### src/rtl/pipe_ctrl_pkg.sv
// Shared types and constants for the pipeline hazard controller.
package pipe_ctrl_pkg;

  // Controller state: normal flow, or holding the pipe for a slow dmem access
  typedef enum logic {
    RUN      = 1'b0,
    MEM_WAIT = 1'b1
  } state_e;

  // EX operand source selects
  localparam logic [1:0] FWD_RF  = 2'b00;
  localparam logic [1:0] FWD_WB  = 2'b01;
  localparam logic [1:0] FWD_MEM = 2'b10;

  // Hard-wired zero register; never a forwarding or hazard source
  localparam logic [4:0] REG_ZERO = 5'd0;

endpackage

### src/rtl/fwd_unit.sv
// EX-stage operand forwarding select for one source register.
// The younger result (MEM) wins over the older one (WB); $0 is never forwarded.
module fwd_unit
  import pipe_ctrl_pkg::*;
(
  input  logic [4:0] ex_src,
  input  logic       mem_reg_write,
  input  logic [4:0] mem_rd_dst,
  input  logic       wb_reg_write,
  input  logic [4:0] wb_rd_dst,
  output logic [1:0] fwd_sel
);

  // Pick the most recent in-flight producer of ex_src
  always_comb begin
    fwd_sel = FWD_RF;
    if (mem_reg_write && (mem_rd_dst != REG_ZERO) && (mem_rd_dst == ex_src)) begin
      fwd_sel = FWD_MEM;
    end else if (wb_reg_write && (wb_rd_dst != REG_ZERO) && (wb_rd_dst == ex_src)) begin
      fwd_sel = FWD_WB;
    end
  end

endmodule

### src/rtl/pipe_hazard_ctrl.sv
// Stall/flush/forwarding controller for the 5-stage MIPS pipeline.
// Freezes the pipe for multi-cycle dmem accesses (with bounded timeout),
// inserts load-use bubbles, flushes on taken branches and drives EX forwarding.
// Optional build macro PIPE_HAZ_PERF_EN adds saturating performance counters.
module pipe_hazard_ctrl
  import pipe_ctrl_pkg::*;
#(
  parameter int unsigned MAX_WAIT = 16,
  parameter int unsigned WCNT_W   = 8
) (
  input  logic        clk,
  input  logic        rst,
  input  logic [4:0]  id_rs,
  input  logic [4:0]  id_rt,
  input  logic [4:0]  ex_rs,
  input  logic [4:0]  ex_rt,
  input  logic        ex_mem_read,
  input  logic [4:0]  ex_rd_dst,
  input  logic        mem_reg_write,
  input  logic [4:0]  mem_rd_dst,
  input  logic        wb_reg_write,
  input  logic [4:0]  wb_rd_dst,
  input  logic        branch_taken,
  input  logic        dmem_req,
  input  logic        dmem_ready,
  output logic        pc_en,
  output logic        if_id_en,
  output logic        id_ex_en,
  output logic        ex_mem_en,
  output logic        if_id_flush,
  output logic        id_ex_flush,
  output logic        mem_wb_flush,
  output logic [1:0]  fwd_a,
  output logic [1:0]  fwd_b,
`ifdef PIPE_HAZ_PERF_EN
  output logic [31:0] stall_cycles,
  output logic [15:0] loaduse_cnt,
  output logic [15:0] flush_cnt,
`endif
  output logic        mem_err
);

  localparam logic [WCNT_W-1:0] WaitLast = WCNT_W'(MAX_WAIT - 1);
  localparam logic [WCNT_W-1:0] WaitOne  = WCNT_W'(1);

  state_e            state_q, state_d;
  logic [WCNT_W-1:0] wait_cnt_q, wait_cnt_d;
  logic              mem_err_q, mem_err_d;

  logic       stall_req;
  logic       timeout;
  logic       timeout_hit;
  logic       freeze;
  logic       load_use;
  logic [1:0] fwd_a_raw;
  logic [1:0] fwd_b_raw;

  assign stall_req   = dmem_req & ~dmem_ready;
  assign timeout     = (state_q == MEM_WAIT) && (wait_cnt_q == WaitLast);
  assign freeze      = stall_req & ~timeout;
  // Access abandoned on this cycle: release the pipe but never write it back
  assign timeout_hit = stall_req & timeout;
  assign load_use    = ex_mem_read && (ex_rd_dst != REG_ZERO) &&
                       ((ex_rd_dst == id_rs) || (ex_rd_dst == id_rt));

  fwd_unit u_fwd_a (
    .ex_src        (ex_rs),
    .mem_reg_write (mem_reg_write),
    .mem_rd_dst    (mem_rd_dst),
    .wb_reg_write  (wb_reg_write),
    .wb_rd_dst     (wb_rd_dst),
    .fwd_sel       (fwd_a_raw)
  );

  fwd_unit u_fwd_b (
    .ex_src        (ex_rt),
    .mem_reg_write (mem_reg_write),
    .mem_rd_dst    (mem_rd_dst),
    .wb_reg_write  (wb_reg_write),
    .wb_rd_dst     (wb_rd_dst),
    .fwd_sel       (fwd_b_raw)
  );

  // Stage enables/flushes: reset > freeze > branch > load-use > normal
  always_comb begin
    pc_en        = 1'b1;
    if_id_en     = 1'b1;
    id_ex_en     = 1'b1;
    ex_mem_en    = 1'b1;
    if_id_flush  = 1'b0;
    id_ex_flush  = 1'b0;
    mem_wb_flush = 1'b0;
    fwd_a        = fwd_a_raw;
    fwd_b        = fwd_b_raw;
    if (rst) begin
      // Keep everything loading bubbles so the pipe fills clean
      if_id_flush  = 1'b1;
      id_ex_flush  = 1'b1;
      mem_wb_flush = 1'b1;
      fwd_a        = FWD_RF;
      fwd_b        = FWD_RF;
    end else if (freeze) begin
      pc_en        = 1'b0;
      if_id_en     = 1'b0;
      id_ex_en     = 1'b0;
      ex_mem_en    = 1'b0;
      mem_wb_flush = 1'b1;
    end else begin
      mem_wb_flush = timeout_hit;
      if (branch_taken) begin
        // ID instruction is discarded, so any load-use hazard is moot
        if_id_flush = 1'b1;
        id_ex_flush = 1'b1;
      end else if (load_use) begin
        // One bubble: the load leaves EX on the next edge
        pc_en       = 1'b0;
        if_id_en    = 1'b0;
        id_ex_flush = 1'b1;
      end
    end
  end

  // Wait FSM next state: stay in MEM_WAIT only while frozen
  always_comb begin
    state_d    = RUN;
    wait_cnt_d = '0;
    mem_err_d  = mem_err_q | timeout_hit;
    if (freeze) begin
      state_d    = MEM_WAIT;
      wait_cnt_d = (state_q == MEM_WAIT) ? (wait_cnt_q + WaitOne) : '0;
    end
  end

  // FSM, wait counter and sticky error registers
  always_ff @(posedge clk) begin
    if (rst) begin
      state_q    <= RUN;
      wait_cnt_q <= '0;
      mem_err_q  <= 1'b0;
    end else begin
      state_q    <= state_d;
      wait_cnt_q <= wait_cnt_d;
      mem_err_q  <= mem_err_d;
    end
  end

  assign mem_err = mem_err_q;

`ifdef PIPE_HAZ_PERF_EN
  logic [31:0] stall_cycles_q;
  logic [15:0] loaduse_cnt_q;
  logic [15:0] flush_cnt_q;
  logic        loaduse_evt;
  logic        flush_evt;

  assign loaduse_evt = ~freeze & ~branch_taken & load_use;
  assign flush_evt   = ~freeze & branch_taken;

  // Saturating event counters
  always_ff @(posedge clk) begin
    if (rst) begin
      stall_cycles_q <= '0;
      loaduse_cnt_q  <= '0;
      flush_cnt_q    <= '0;
    end else begin
      if (freeze && (stall_cycles_q != '1)) stall_cycles_q <= stall_cycles_q + 32'd1;
      if (loaduse_evt && (loaduse_cnt_q != '1)) loaduse_cnt_q <= loaduse_cnt_q + 16'd1;
      if (flush_evt && (flush_cnt_q != '1)) flush_cnt_q <= flush_cnt_q + 16'd1;
    end
  end

  assign stall_cycles = stall_cycles_q;
  assign loaduse_cnt  = loaduse_cnt_q;
  assign flush_cnt    = flush_cnt_q;
`else
  // Performance counters not built
`endif

endmodule

### config.mk
export PLATFORM = sky130hd
export DESIGN_NAME = pipe_hazard_ctrl
export DESIGN_NICKNAME = d
export VERILOG_FILES = /design/src/rtl/pipe_ctrl_pkg.sv /design/src/rtl/fwd_unit.sv /design/src/rtl/pipe_hazard_ctrl.sv
export SDC_FILE = /design/constraint.sdc
export NUM_CORES = 1
export LEC_CHECK = 0
export ABC_AREA = 1
export CORE_ASPECT_RATIO = 1.1
export CORE_MARGIN = 5
export CORE_UTILIZATION = 45
export CTS_BUF_LIST = sky130_fd_sc_hd__clkbuf_8
export CTS_CLUSTER_SIZE = 30
export DETAILED_ROUTE_END_ITERATION = 6
export HOLD_SLACK_MARGIN = 0.15
export PLACE_DENSITY_LB_ADDON = 0.05
export SETUP_SLACK_MARGIN = 0.4
export SLEW_MARGIN = 20
export SYNTH_ARGS = -nofsm -noshare
export SYNTH_HDL_FRONTEND = slang
export SYNTH_HIERARCHICAL = 1
export SYNTH_SLANG_ARGS = --single-unit
### constraint.sdc
create_clock -name clk -period 3.26 [get_ports clk]
set_clock_uncertainty 0.2 [all_clocks]
set_input_delay 0.326 -clock clk [delete_from_list [all_inputs] [get_ports clk]]
set_output_delay 0.326 -clock clk [all_outputs]
set_load 0.02 [all_outputs]
## After elaboration in Yosys (flattened, before gate mapping)

Cells that the tools add are included.
W data, S select, Z words.

- Equality and inequality tests: 7
- Reductions and logical operators: 14
- Bitwise gates (word level): 8
- Add/sub/neg operators: 1
- Multiplexer cells: 22

Operator list:

| operator | number |
|---|---|
| $eq A5 B5 Y1 | 6 |
| $mux W1 | 18 |
| $reduce_bool A5 Y1 | 3 |
| $logic_and A1 B1 Y1 | 9 |
| $add A8 B1 Y8 const B | 1 |
| $eq A8 B4 Y1 const B | 1 |
| $mux W2 | 4 |
| $not A1 Y1 | 4 |
| $and A1 B1 Y1 | 3 |
| $reduce_or A3 Y1 | 1 |
| $logic_or A1 B1 Y1 | 1 |
| $or A1 B1 Y1 | 1 |

- Flip-flop bits (word level): 10
- Output and inout bits: 12

## Longest topological paths before layout

Gate-level depths: netlist of the first run.

- Depth after elaboration: 7
- Mapped depth: 10
- Depth with buffers taken out: 9

## Cells and area by module

Netlist of the first run, hierarchy kept.

By module, submodules not included:

| module | area each (um2) | cells an instance | seq. area each (um2) | times used |
|---|---|---|---|---|
| pipe_hazard_ctrl | 714.4 | 115 | 200.2 | 1 |
| fwd_unit | 214.0 | 50 | 0.0 | 2 |

## Worst setup path after synthesis of the first run

No wires, ideal clock.

- Path kind: flip-flop to output port
- From: reg wait_cnt_q[0]
- To: out pc_en
- Slack: 1.313 ns
- Data arrival time: 1.421 ns
- Stages on the path, launching flop included: 9
- Path buffers: 1
- Cells stage by stage: dfxtp_1 -> ha_1 -> nand3_2 -> nor2_2 -> nand2_2 -> nand3_4 -> o21ai_2 -> nand2_1 -> buf_4

- Longest elaborated chain between the ends: 6

Ends and longest elaborated chain:

| element | RTL line | source |
|---|---|---|
| start: declaration | pipe_hazard_ctrl.sv:47 | `logic [WCNT_W-1:0] wait_cnt_q, wait_cnt_d;` |
| start signal: assignment | pipe_hazard_ctrl.sv:142 | `wait_cnt_q <= wait_cnt_d;` |
| $eq A8 B4 Y1 | pipe_hazard_ctrl.sv:59 | `assign timeout = (state_q == MEM_WAIT) && (wait_cnt_q == WaitLast);` |
| $logic_and A1 B1 Y1 | pipe_hazard_ctrl.sv:59 |  |
| $not A1 Y1 | pipe_hazard_ctrl.sv:60 | `assign freeze = stall_req & ~timeout;` |
| $and A1 B1 Y1 | pipe_hazard_ctrl.sv:60 |  |
| $mux W1 (2 in a row) | n/a |  |
| end: declaration | pipe_hazard_ctrl.sv:26 | `output logic pc_en,` |

Every way passes these cells.

## Worst setup path in the final report of the first run

- From: in wb_rd_dst[0]
- To: out fwd_b[0]

- Longest elaborated chain between the ends: 6
- Elaborated cells on any way between the ends: 7
- Classes of those cells: 1 x eq/ne; 3 x mux; 3 x reduce/logical

Ends and longest elaborated chain:

| element | RTL line | source |
|---|---|---|
| start: declaration | pipe_hazard_ctrl.sv:22 | `input logic [4:0] wb_rd_dst,` |
| $reduce_bool A5 Y1 | fwd_unit.sv:19 | `end else if (wb_reg_write && (wb_rd_dst != REG_ZERO) && (wb_rd_dst == ex_src)) begin` |
| $logic_and A1 B1 Y1 | fwd_unit.sv:19 |  |
| $logic_and A1 B1 Y1 * | fwd_unit.sv:19 |  |
| $mux W1 * | fwd_unit.sv:19 |  |
| $mux W2 * | fwd_unit.sv:17 | `if (mem_reg_write && (mem_rd_dst != REG_ZERO) && (mem_rd_dst == ex_src)) begin` |
| named net fwd_b_raw[0] | pipe_hazard_ctrl.sv:56 | `logic [1:0] fwd_b_raw;` |
| $mux W2 * | pipe_hazard_ctrl.sv:95 | `if (rst) begin` |
| end: declaration | pipe_hazard_ctrl.sv:34 | `output logic [1:0] fwd_b,` |

The timed path passes the listed nets; every way through them passes the cells marked *.

==> metrics.md, run 1 <==
| Metric | Value |
|---|---|
| Status | `completed` |
| GR Util All Layers | `16.4%` |
| Distinct cells, synth | `24` |
| Max stage delay cell, worst path | `clkdlybuf4s50_1` |
| Layout area overhead | `53.2%` |
| Leak | `~0.9 nW` |
| Final setup TNS | `0 ns` |
| Max-cap violations | `0` |
| Hold slack | `roughly 0.27 ns` |
| Kind of critical path | `in2out` |
| Post-synth EDFFs | `0` |
| Hold Vio Cnt, Final | `0` |
| Synth Net Count | `259` |
| IO Port Bufs | `54` |
| DR vias | `about 1400` |
| Iter 0 DRT Violations | `29` |
| Util after Layout | `about 71%` |
| Ant diodes | `0` |
| CTS tree | `yes` |
| Cell repeated most along the worst path | `nor2_1` |
| Htree depth | `1` |
| Die footprint | `roughly 3600 um2` |
| Simple-Gate Fraction of Synth Area | `49.3%` |
| Post-route ant nets | `0` |
| Final period util | `between 80% and 90%` |
| Main combinational cell family by area after synthesis | `simple AND/OR/NAND/NOR gates` |
| #FFs+latches synth | `10` |
| Xor and xnor area share after synthesis | `6.90%` |
| Height of the die | `roughly 63 um` |
| Hpwl dp | `approximately 2600 um` |
| Syn Std Cell Area | `roughly 1100 um2` |
| Reg2Reg Depth | `8` |
| CTS sink cnt | `10` |
| Final setup viols | `0` |
| Hold depth | `1` |
| 1st-pass router iterations | `4` |
| Ports | `55` |
| Area leader, netlist | `nand2_1` |
| Post-route insts no fill | `around 300` |
| Nets | `approximately 320` |
| Final Wtd Congestion | `between 0.8 and 0.9` |
| Vias in the first global route | `about 1200` |
| Pwr per Cell Area | `228 nW/um2` |
| Critical Path AT | `~2.1 ns` |
| Mapped Cells | `215` |
| Crit path largest cell delay | `between 0.6 and 0.7 ns` |
| Number of remaining DRC errors | `0` |
| Num rows | `19` |
| RSZ-0062 raised after global routing | `no` |
| Ys flop type | `dfxtp_1` |
| Yosys top cell area share | `around 23%` |
| Layout fillers | `between 200 and 250` |
| M1 GR Usage | `a little under a fifth` |
| Met2 Usage GRT | `29.7%` |
| Placed cell count | `approximately 300` |
| Pwr Total | `roughly 0.4 mW` |
| Slew margin rel. | `a little over four fifths` |
| Initial Util | `a little under half` |
| Core area | `2470 um2` |
| Req. time, crit path | `roughly 2.7 ns` |
| Largest net degree at the start of global routing | `9` |
| Async set or reset register ratio after synthesis | `0%` |
| Synth area leaders | `nand2_1, dfxtp_1, inv_1` |
| HP Class | `reg2reg` |
| Average size of a mapped cell | `around 5.3 um2` |
| Total grt overflow | `0` |
| Tightest Pin Transition | `about 0.25 ns` |
| CP Max Fanout | `4` |
| GR met3 Demand/Resource | `about 4.1%` |
| Most numerous cell in the Yosys netlist | `nand2_1` |
| Routed wire length | `approximately 3000 um` |
| Initial antenna violation count | `0` |
| FMAX | `roughly 0.38 GHz` |
| First-pass GRT wire length | `slightly below 5000 um` |
| Cts bufs inserted | `3` |
| Max VDD drop | `between 0.0002 and 0.0003 V` |
| Startpoint Class | `input port` |
| Period minus WS final | `~2.7 ns` |
| WL/cell | `~10 um` |
| Share of cells above drive strength 1 | `~8.5%` |
| Seq/Total Area, Yosys | `between 10% and 20%` |
| Root buffer cell | `clkbuf_8` |
| CP endpoint kind | `output port` |
| Worst skew pair latency | `about 0.24 ns` |
| Clk slew on worst S/H paths | `~0.04 ns` |
| Yosys warns | `6` |
| Vias per Instance | `4.58` |
| Post-synthesis adder-cell area fraction | `roughly 1.1%` |
| Mux share of post-synthesis cell area | `0%` |
| Slew Viols, Final | `0` |
| Die X | `around 58 um` |
| Synth Area in Compound Gates | `a little under 8%` |
| Clock Tree Buf Depth | `2` |
| Crit-path cells | `clkdlybuf4s50_1 -> inv_1 -> a21boi_0 -> nand2_1 -> nor2_1 -> nand3_1 -> nor2_1 -> inv_1 -> nor2_1 -> clkdlybuf4s50_1` |
| Busiest grt layer | `met2` |
| Post-synth top cells | `nand2_1, inv_1, nor2_1` |
==> worst max-delay path: cells and delay by family <==
family / cells / cell delay (ns)
compound gates: 1 / 0.14
buf+inv: 4 / 1.24
simple gates: 5 / 0.42
==> cell families after synthesis <==
kind of cell             after synthesis
buffers and inverters                 50
flip-flops                            10
XOR/XNOR                               9
adder cells (fa/ha/maj)                1
AND/OR/NAND/NOR                      130
AO/OA/AOI/OAI                         15
==> power breakdown <==
part / internal (mW) / switching [mW]
registers: 0.123 / 0.000609
clock network: 0.0806 / 0.0461
logic: 0.0792 / 0.0694
==> path summary, 6_finish.rpt <==
kind | end | slack [ns] | startpoint
setup / recovery | fwd_b[0] | 0.60 | wb_rd_dst[0]
hold / removal | wait_cnt_q[0]$_SDFF_PP0_ | 0.27 | wait_cnt_q[0]$_SDFF_PP0_
setup reg to reg | wait_cnt_q[0]$_SDFF_PP0_ | 1.71 | wait_cnt_q[0]$_SDFF_PP0_
hold reg to reg | wait_cnt_q[0]$_SDFF_PP0_ | 0.27 | wait_cnt_q[0]$_SDFF_PP0_
==> cell type report <==
type | instances | area [um2] | share of cell area (%)
clock buffers | 3 | 41.3 | 2.36
inverters | 48 | 183 | 10.4
flip-flops and latches | 10 | 200 | 11.4
well taps | 31 | 38.8 | 2.22
repair buffers | 54 | 543 | 31.0
multi-input cells | 155 | 744 | 42.5
==> metrics by stage <==
| step | worst slack, ns | cell area [um2] |
|---|---|---|
| 2_1_floorplan | 1.31 | 1140 |
| 3_3_place_gp | 0.593 | 1710 |
| 3_5_place_dp | 0.575 | 1710 |
| 4_1_cts | 0.570 | 1750 |
| 5_1_grt | 0.440 | 1750 |
| 6_report | 0.600 | 1750 |
==> state kept, by name, indices dropped and copies added, names as in the netlist <==
register / cells
wait_cnt_q: 8
mem_err: 1
state_q: 1
==> routing by layer <==
layer	part of all wire, %	vias up
met5	0	-
met2	49	38
met1	44	589
met3	6.6	4
met4	0.90	0
li1	-	748
==> cells in the final DEF (no fill, tap or decap) <==
| master | count |
|---|---|
| a21boi_0 | 2 |
| a21oi_1 | 2 |
| a21oi_2 | 1 |
| clkbuf_8 | 3 |
| clkdlybuf4s50_1 | 53 |
| dfxtp_1 | 10 |
| dlymetal6s2s_1 | 1 |
| ha_1 | 1 |
| inv_1 | 43 |
| inv_2 | 4 |
| inv_4 | 1 |
| nand2_1 | 70 |
| nand2_2 | 3 |
| nand2_4 | 1 |
| nand3_1 | 12 |
| nand3_2 | 2 |
| nand3_4 | 1 |
| nand4_1 | 1 |
| nor2_1 | 33 |
| nor2_2 | 6 |
| nor3_1 | 1 |
| o21a_1 | 1 |
| o21ai_0 | 8 |
| o21ai_2 | 1 |
| xnor2_1 | 5 |
| xor2_1 | 4 |
==> what timing repair did <==
action	in CTS	in global routing
buffers inserted	0	0
endpoints found under the setup margin	0	1
gates resized for setup	0	1
hold buffers	0	0
No activity file was read; power rests on OpenSTA's default activity.
==> run 2, diff against run 1 <==
CORE_UTILIZATION = 42   (was 45)
clock period = 2.5 ns   (was 3.26 ns; I/O delays follow)
==> run 2 against run 1 <==
  * Critical path depth decreased by 4
  * Utilization decreased by 1.4 points
  * Flip-flop and latch count unchanged
  * Sequential share of layout area about the same
  * Count of clock-buffer cells in the layout unchanged
  * Worst setup slack got worse by 0.12 ns
  * First-iteration DRC count increased by 100%
  * Largest cell class unchanged
  * Largest power group unchanged
==> metrics.md, run 2 (synthesis results as in run 1) <==
| Metric | Value |
|---|---|
| CP Max Fanout | `5 (+1)` |
| Tightest Pin Transition | `0.254 ns (+0.00560 ns)` |
| Layout area overhead | `54.4%` |
| Vias per Instance | `4.41 (-3.6%)` |
| Crit path largest cell delay | `0.35 ns (-0.28 ns)` |
| Die footprint | `3860 um2 (+5.9%)` |
| Commonest non-fill, non-tap cell in the layout | `nand2_1` |
| Startpoint Class | `flip-flop` |
| Ports | `55 (unchanged)` |
| Pwr Total | `0.514 mW (+29%)` |
| Clock Tree Buf Depth | `2 (unchanged)` |
| Height of the die | `64.7 um (+3.0%)` |
| CP endpoint kind | `output port` |
| Delay-heaviest family, CP | `simple AND/OR/NAND/NOR gates` |
| CTS sink cnt | `10 (unchanged)` |
| Share of cells above drive strength 1 | `13.6% (+5.0 points)` |
| Crit path buffers/inverters | `1 (-3)` |
| Total grt overflow | `0 (unchanged)` |
| Status | `completed` |
| Logic gate share of total power | `37.2% (about the same)` |
| Kind of critical path | `reg2out` |
| RR Endpoint | `wait_cnt_q[2]$_SDFF_PP0_` |
| DR vias | `1342 (-2.7%)` |
| Post-route ant nets | `0 (unchanged)` |
| Final setup viols | `0 (unchanged)` |
| Internal | `0.365 mW (+29%)` |
| Initial Util | `44.9% (-1.3 points)` |
| R2R Setup Slk | `1.00 ns (-0.71 ns)` |
| Period minus WS final | `roughly 2.0 ns` |
| RSZ-0062 raised after global routing | `yes` |
| Req. time, crit path | `2.05 ns (-0.68 ns)` |
| Crit-path cells | `ha_2 -> nand3_2 -> nor2_4 -> nand2_2 -> nand3_4 -> dlygate4sd2_1` |
| Critical Path AT | `1.57 ns (-0.56 ns)` |
| Number of remaining DRC errors | `0 (unchanged)` |
| Area after DPL | `1730 um2 (+1.3%)` |
| Core area | `2540 um2 (+2.9%)` |
| FMAX | `around 0.5 GHz` |
| Ant diodes | `0 (unchanged)` |
| Final instance area | `1760 um2 (+0.79%)` |
| Max VDD drop | `0.000343 V (+33%)` |
| HP Class | `reg2reg` |
| 1st-pass router iterations | `4 (unchanged)` |
| Clock power share | `31.3% (-0.4 points)` |
| Hold buffers post-CTS | `0 (unchanged)` |
| Largest Register | `wait_cnt_q` |
| Worst R2R Start | `wait_cnt_q[0]$_SDFF_PP0_` |
| Critical path depth | `6 (-4)` |
| Routed wire length | `2970 um (-1.3%)` |
| Hold Vio Cnt, Final | `0 (unchanged)` |
| Cts bufs inserted | `3 (unchanged)` |
| Htree depth | `1 (unchanged)` |
| Reg2Reg Depth | `8 (unchanged)` |
| Hpwl dp | `2560 um (-2.3%)` |
| Leak | `0.960 nW (+6.5%)` |
| Slew Viols, Final | `0 (unchanged)` |
| Root buffer cell | `clkbuf_8` |
| Pwr per Cell Area | `292 nW/um2 (+28%)` |
| CTS tree | `yes` |
| Clk slew on worst S/H paths | `0.04 ns (about the same)` |
| First-pass GRT wire length | `4770 um (-1.6%)` |
| CP startpoint | `wait_cnt_q[0]$_SDFF_PP0_` |
| Slew margin rel. | `83.0% (-0.41 points)` |
| Iter 0 DRT Violations | `58 (+100%)` |
| Worst skew pair latency | `0.23 ns (about the same)` |
| Nets | `319 (+0.95%)` |
| Die X | `59.7 um (+2.9%)` |
| IO Port Bufs | `54 (unchanged)` |
| GR Util All Layers | `15.4% (-0.98 points)` |
| Most frequent cells in the layout | `nand2_1, inv_1, clkdlybuf4s50_1, nor2_1, nand3_1` |
| Final period util | `approximately 80%` |
| Hold depth | `1 (unchanged)` |
| Hold slack | `0.237 ns (-0.0288 ns)` |
| Num rows | `19 (unchanged)` |
| Final setup TNS | `0 ns (unchanged)` |
| Switching Share | `29.0% (-0.12 points)` |
| Max-cap violations | `0 (unchanged)` |
| Max stage delay cell, worst path | `dfxtp_2` |
| Largest net degree at the start of global routing | `9 (unchanged)` |
| Vias in the first global route | `1184 (-5.2%)` |
| Flop pwr share | `31.4% (+0.4 points)` |
| Switching power | `0.149 mW (+28%)` |
| WL/cell | `9.76 um (-2.2%)` |
| CP endpoint | `id_ex_en` |
| Final Wtd Congestion | `0.832 (-1.3%)` |
| Max reg flops | `8 (unchanged)` |
| Initial antenna violation count | `0 (unchanged)` |
[run 2: worst min-delay path by stage]
stage | start | to | slack, ns
after detailed placement | wait_cnt_q[0]$_SDFF_PP0_ | wait_cnt_q[0]$_SDFF_PP0_ | 0.25
after global routing | wait_cnt_q[0]$_SDFF_PP0_ | wait_cnt_q[0]$_SDFF_PP0_ | 0.25
after CTS | wait_cnt_q[0]$_SDFF_PP0_ | wait_cnt_q[0]$_SDFF_PP0_ | 0.23
after floorplan | wait_cnt_q[0]$_SDFF_PP0_ | wait_cnt_q[0]$_SDFF_PP0_ | 0.23
after global placement | wait_cnt_q[0]$_SDFF_PP0_ | wait_cnt_q[0]$_SDFF_PP0_ | 0.24
final | wait_cnt_q[0]$_SDFF_PP0_ | wait_cnt_q[0]$_SDFF_PP0_ | 0.24
[run 2: what timing repair did]
action | CTS | global route
hold endpoints to repair | 0 | 0
pin swaps | 0 | 1
buffers inserted | 0 | 0
gates resized for setup | 31 | 18
setup endpoints to repair | 10 | 10
[run 2: cell type report]
type                       instances  area [um2]
multi-input combinational        155         754
inverter                          48         183
timing repair buffer              57         546
fill                             239         779
clock buffer                       3        41.3
tap                               31        38.8
sequential                        10         201
[run 2: per-stage QoR]
step                      util [%]  cells  worst slack [ns]
after global routing          69.4    304             0.368
after floorplan                  -    215             0.629
final                         69.4    304             0.480
after CTS                     68.7    304             0.252
after global placement        68.0    301           -0.0241
after detailed placement      68.0    301           -0.0180
[run 2: per-layer routing]
metal,wire length [um],global-route usage [%],up-vias
met5,0,0,-
li1,-,-,749
met3,229,3.97,2
met1,1430,20.5,549
met4,15,3.60,0
met2,1290,24.6,42
[run 2: power groups by stage]
stage               combinational (mW)  sequential, mW  clock [mW]
global route                     0.212           0.161       0.179
global placement                 0.196           0.164           0
CTS                              0.195           0.162       0.166
detailed placement               0.198           0.165           0
finish                           0.192           0.162       0.161
floorplan                       0.0870           0.164           0
==> run 3, diff against run 2 <==
CORE_UTILIZATION = 38   (was 42)
clock period = 1.7 ns   (was 2.5 ns; I/O delays follow)
==> run 3 against run 2 <==
  * The flow now finishes with violations (negative setup slack)
  * Utilization is 9.5 points higher
  * Largest power group unchanged
  * First-iteration DRC count is 10% higher
  * Largest cell class unchanged
  * Critical path depth is 2 higher
  * Worst hold slack better by 0.025 ns
==> metrics.md, run 3 (synthesis results as in run 1) <==
| Metric | Value |
|---|---|
| Setup WS post-layout | `-0.136 ns (-0.616 ns)` |
| First-pass GRT wire length | `5570 um (+17%)` |
| 1st-pass router iterations | `6 (+2)` |
| Hold buffers post-CTS | `0 (unchanged)` |
| R2R Setup Slk | `-0.08 ns (-1.08 ns)` |
| CTS tree | `yes` |
| Commonest non-fill, non-tap cell in the layout | `nand2_1` |
| Clock Tree Buf Depth | `2 (unchanged)` |
| Ports | `55 (unchanged)` |
| Critical Path AT | `1.47 ns (-0.10 ns)` |
| Initial Util | `40.4% (-4.5 points)` |
| Worst skew pair latency | `0.24 ns (about the same)` |
| Routed wire length | `3700 um (+25%)` |
| Cts bufs inserted | `3 (unchanged)` |
| Final instance area | `2230 um2 (+26%)` |
| HP Class | `reg2reg` |
| Initial antenna violation count | `0 (unchanged)` |
| Layout fillers | `211 (-12%)` |
| Area after DPL | `1850 um2 (+7.2%)` |
| RSZ-0062 raised after global routing | `yes` |
| IO Port Bufs | `54 (unchanged)` |
| Vias in the first global route | `1347 (+14%)` |
| Largest Register | `wait_cnt_q` |
| Startpoint Class | `flip-flop` |
| Final period util | `108%` |
| Max reg flops | `8 (unchanged)` |
| FMAX | `about 0.54 GHz` |
| Share of cells above drive strength 1 | `46.2% (+33 points)` |
| Hpwl dp | `2520 um (-1.2%)` |
| Total grt overflow | `0 (unchanged)` |
| Leak | `1.13 nW (+18%)` |
| Clk slew on worst S/H paths | `0.05 ns (about the same)` |
| Htree depth | `1 (unchanged)` |
| Max VDD drop | `0.000545 V (+59%)` |
| Tightest Pin Transition | `0.275 ns (+0.0211 ns)` |
| Ant diodes | `0 (unchanged)` |
| Vias per Instance | `4.53 (+2.6%)` |
| Root buffer cell | `clkbuf_8` |
| GR Util All Layers | `16.0% (+0.64 points)` |
| Number of remaining DRC errors | `0 (unchanged)` |
| Nets | `345 (+8.2%)` |
| Pwr per Cell Area | `386 nW/um2 (+33%)` |
| Status | `complete, but fails checks` |
| Die X | `62.3 um (+4.3%)` |
| Iter 0 DRT Violations | `64 (+10%)` |
| Post-route ant nets | `0 (unchanged)` |
| Height of the die | `67.5 um (+4.3%)` |
| Max-cap violations | `0 (unchanged)` |
| WL/cell | `11.2 um (+14%)` |
| Kind of critical path | `reg2out` |
| Final setup viols | `15 (+15)` |
| Largest net degree at the start of global routing | `9 (unchanged)` |
| Most frequent cells in the layout | `nand2_1, buf_4, inv_1, nor2_1, buf_6` |
| Final setup TNS | `-1.27 ns (-1.27 ns)` |
| Die footprint | `4200 um2 (+8.8%)` |
| CP endpoint kind | `output port` |
| Num rows | `20 (+1)` |
| CP Max Fanout | `4 (-1)` |
| Layout area overhead | `95.2%` |
| Slew Viols, Final | `0 (unchanged)` |
| Hold Vio Cnt, Final | `0 (unchanged)` |
| Slew margin rel. | `81.6% (-1.4 points)` |
| Failing checks | `negative setup slack` |
| Core area | `2830 um2 (+11%)` |
| Req. time, crit path | `1.33 ns (-0.72 ns)` |
| Period minus WS final | `between 1.5 and 2 ns` |
| Final Wtd Congestion | `0.975 (+17%)` |
| CTS sink cnt | `10 (unchanged)` |
| DR vias | `1504 (+12%)` |
## run 3: cell types whose count changed in the layout (fill, tap and decap cells not counted), moves of 7 or more
cell and change:
nand2_1 -12, buf_4 +22, buf_6 +22, nand2_2 +10
dlygate4sd2_1 +7, inv_1 -16, inv_2 +8, nor2_1 -8
clkdlybuf4s50_1 -28
## run 3: power breakdown
part	leakage, nW	total, mW	internal, mW	switching [mW]
clock network	0.0216	0.243	0.155	0.0882
logic	1.03	0.380	0.198	0.182
registers	0.0821	0.238	0.237	0.00179
## run 3: layer usage
layer | track usage (%) | wire [um] | vias to the layer above
met5 | 0 | 0 | -
met4 | 3.45 | 41 | 0
met3 | 5.16 | 238 | 4
met2 | 27.7 | 1830 | 47
met1 | 19.6 | 1590 | 648
li1 | - | - | 805
## run 3: area by class of cell
class	count	area (um2)	area share, %
repair buffers	83	805	36.1
clock buffers	3	41.3	1.85
multi-input cells	155	931	41.8
inverters	48	208	9.32
flip-flops and latches	10	204	9.15
well taps	33	41.3	1.85
## run 3: path summary, 6_finish.rpt
check                                start                        to  cells after the start
setup / recovery  wait_cnt_q[1]$_SDFF_PP0_                  if_id_en                      8
hold / removal          mem_err$_SDFF_PP0_        mem_err$_SDFF_PP0_                      1
setup reg to reg  wait_cnt_q[1]$_SDFF_PP0_  wait_cnt_q[3]$_SDFF_PP0_                     12
hold reg to reg         mem_err$_SDFF_PP0_        mem_err$_SDFF_PP0_                      1
## run 3: per-stage QoR
step	power, mW	util (%)	hold WS [ns]	worst slack, ns	instances
final	0.862	78.8	0.263	-0.136	332
after global routing	0.912	78.8	0.299	-0.201	332
after CTS	0.796	69.6	0.259	-0.0500	326
after detailed placement	0.539	65.6	0.254	-0.655	317
after global placement	0.538	65.6	0.249	-0.644	317
after floorplan	0.372	-	0.174	0.0560	215
## run 3: critical path, stage by stage (launching register included)
cell,delay (ns)
dfxtp_2,0.35
ha_4,0.15
nand3_4,0.08
nor2_4,0.15
nand2_4,0.07
nand3_4,0.12
o21ai_4,0.09
nand2_2,0.10
buf_6,0.12
## run 3: repair_timing
action	CTS	global route
buffers inserted	6	6
endpoints found under the setup margin	22	22
cloned	0	0
pin swaps	44	39
resized for setup	207	76
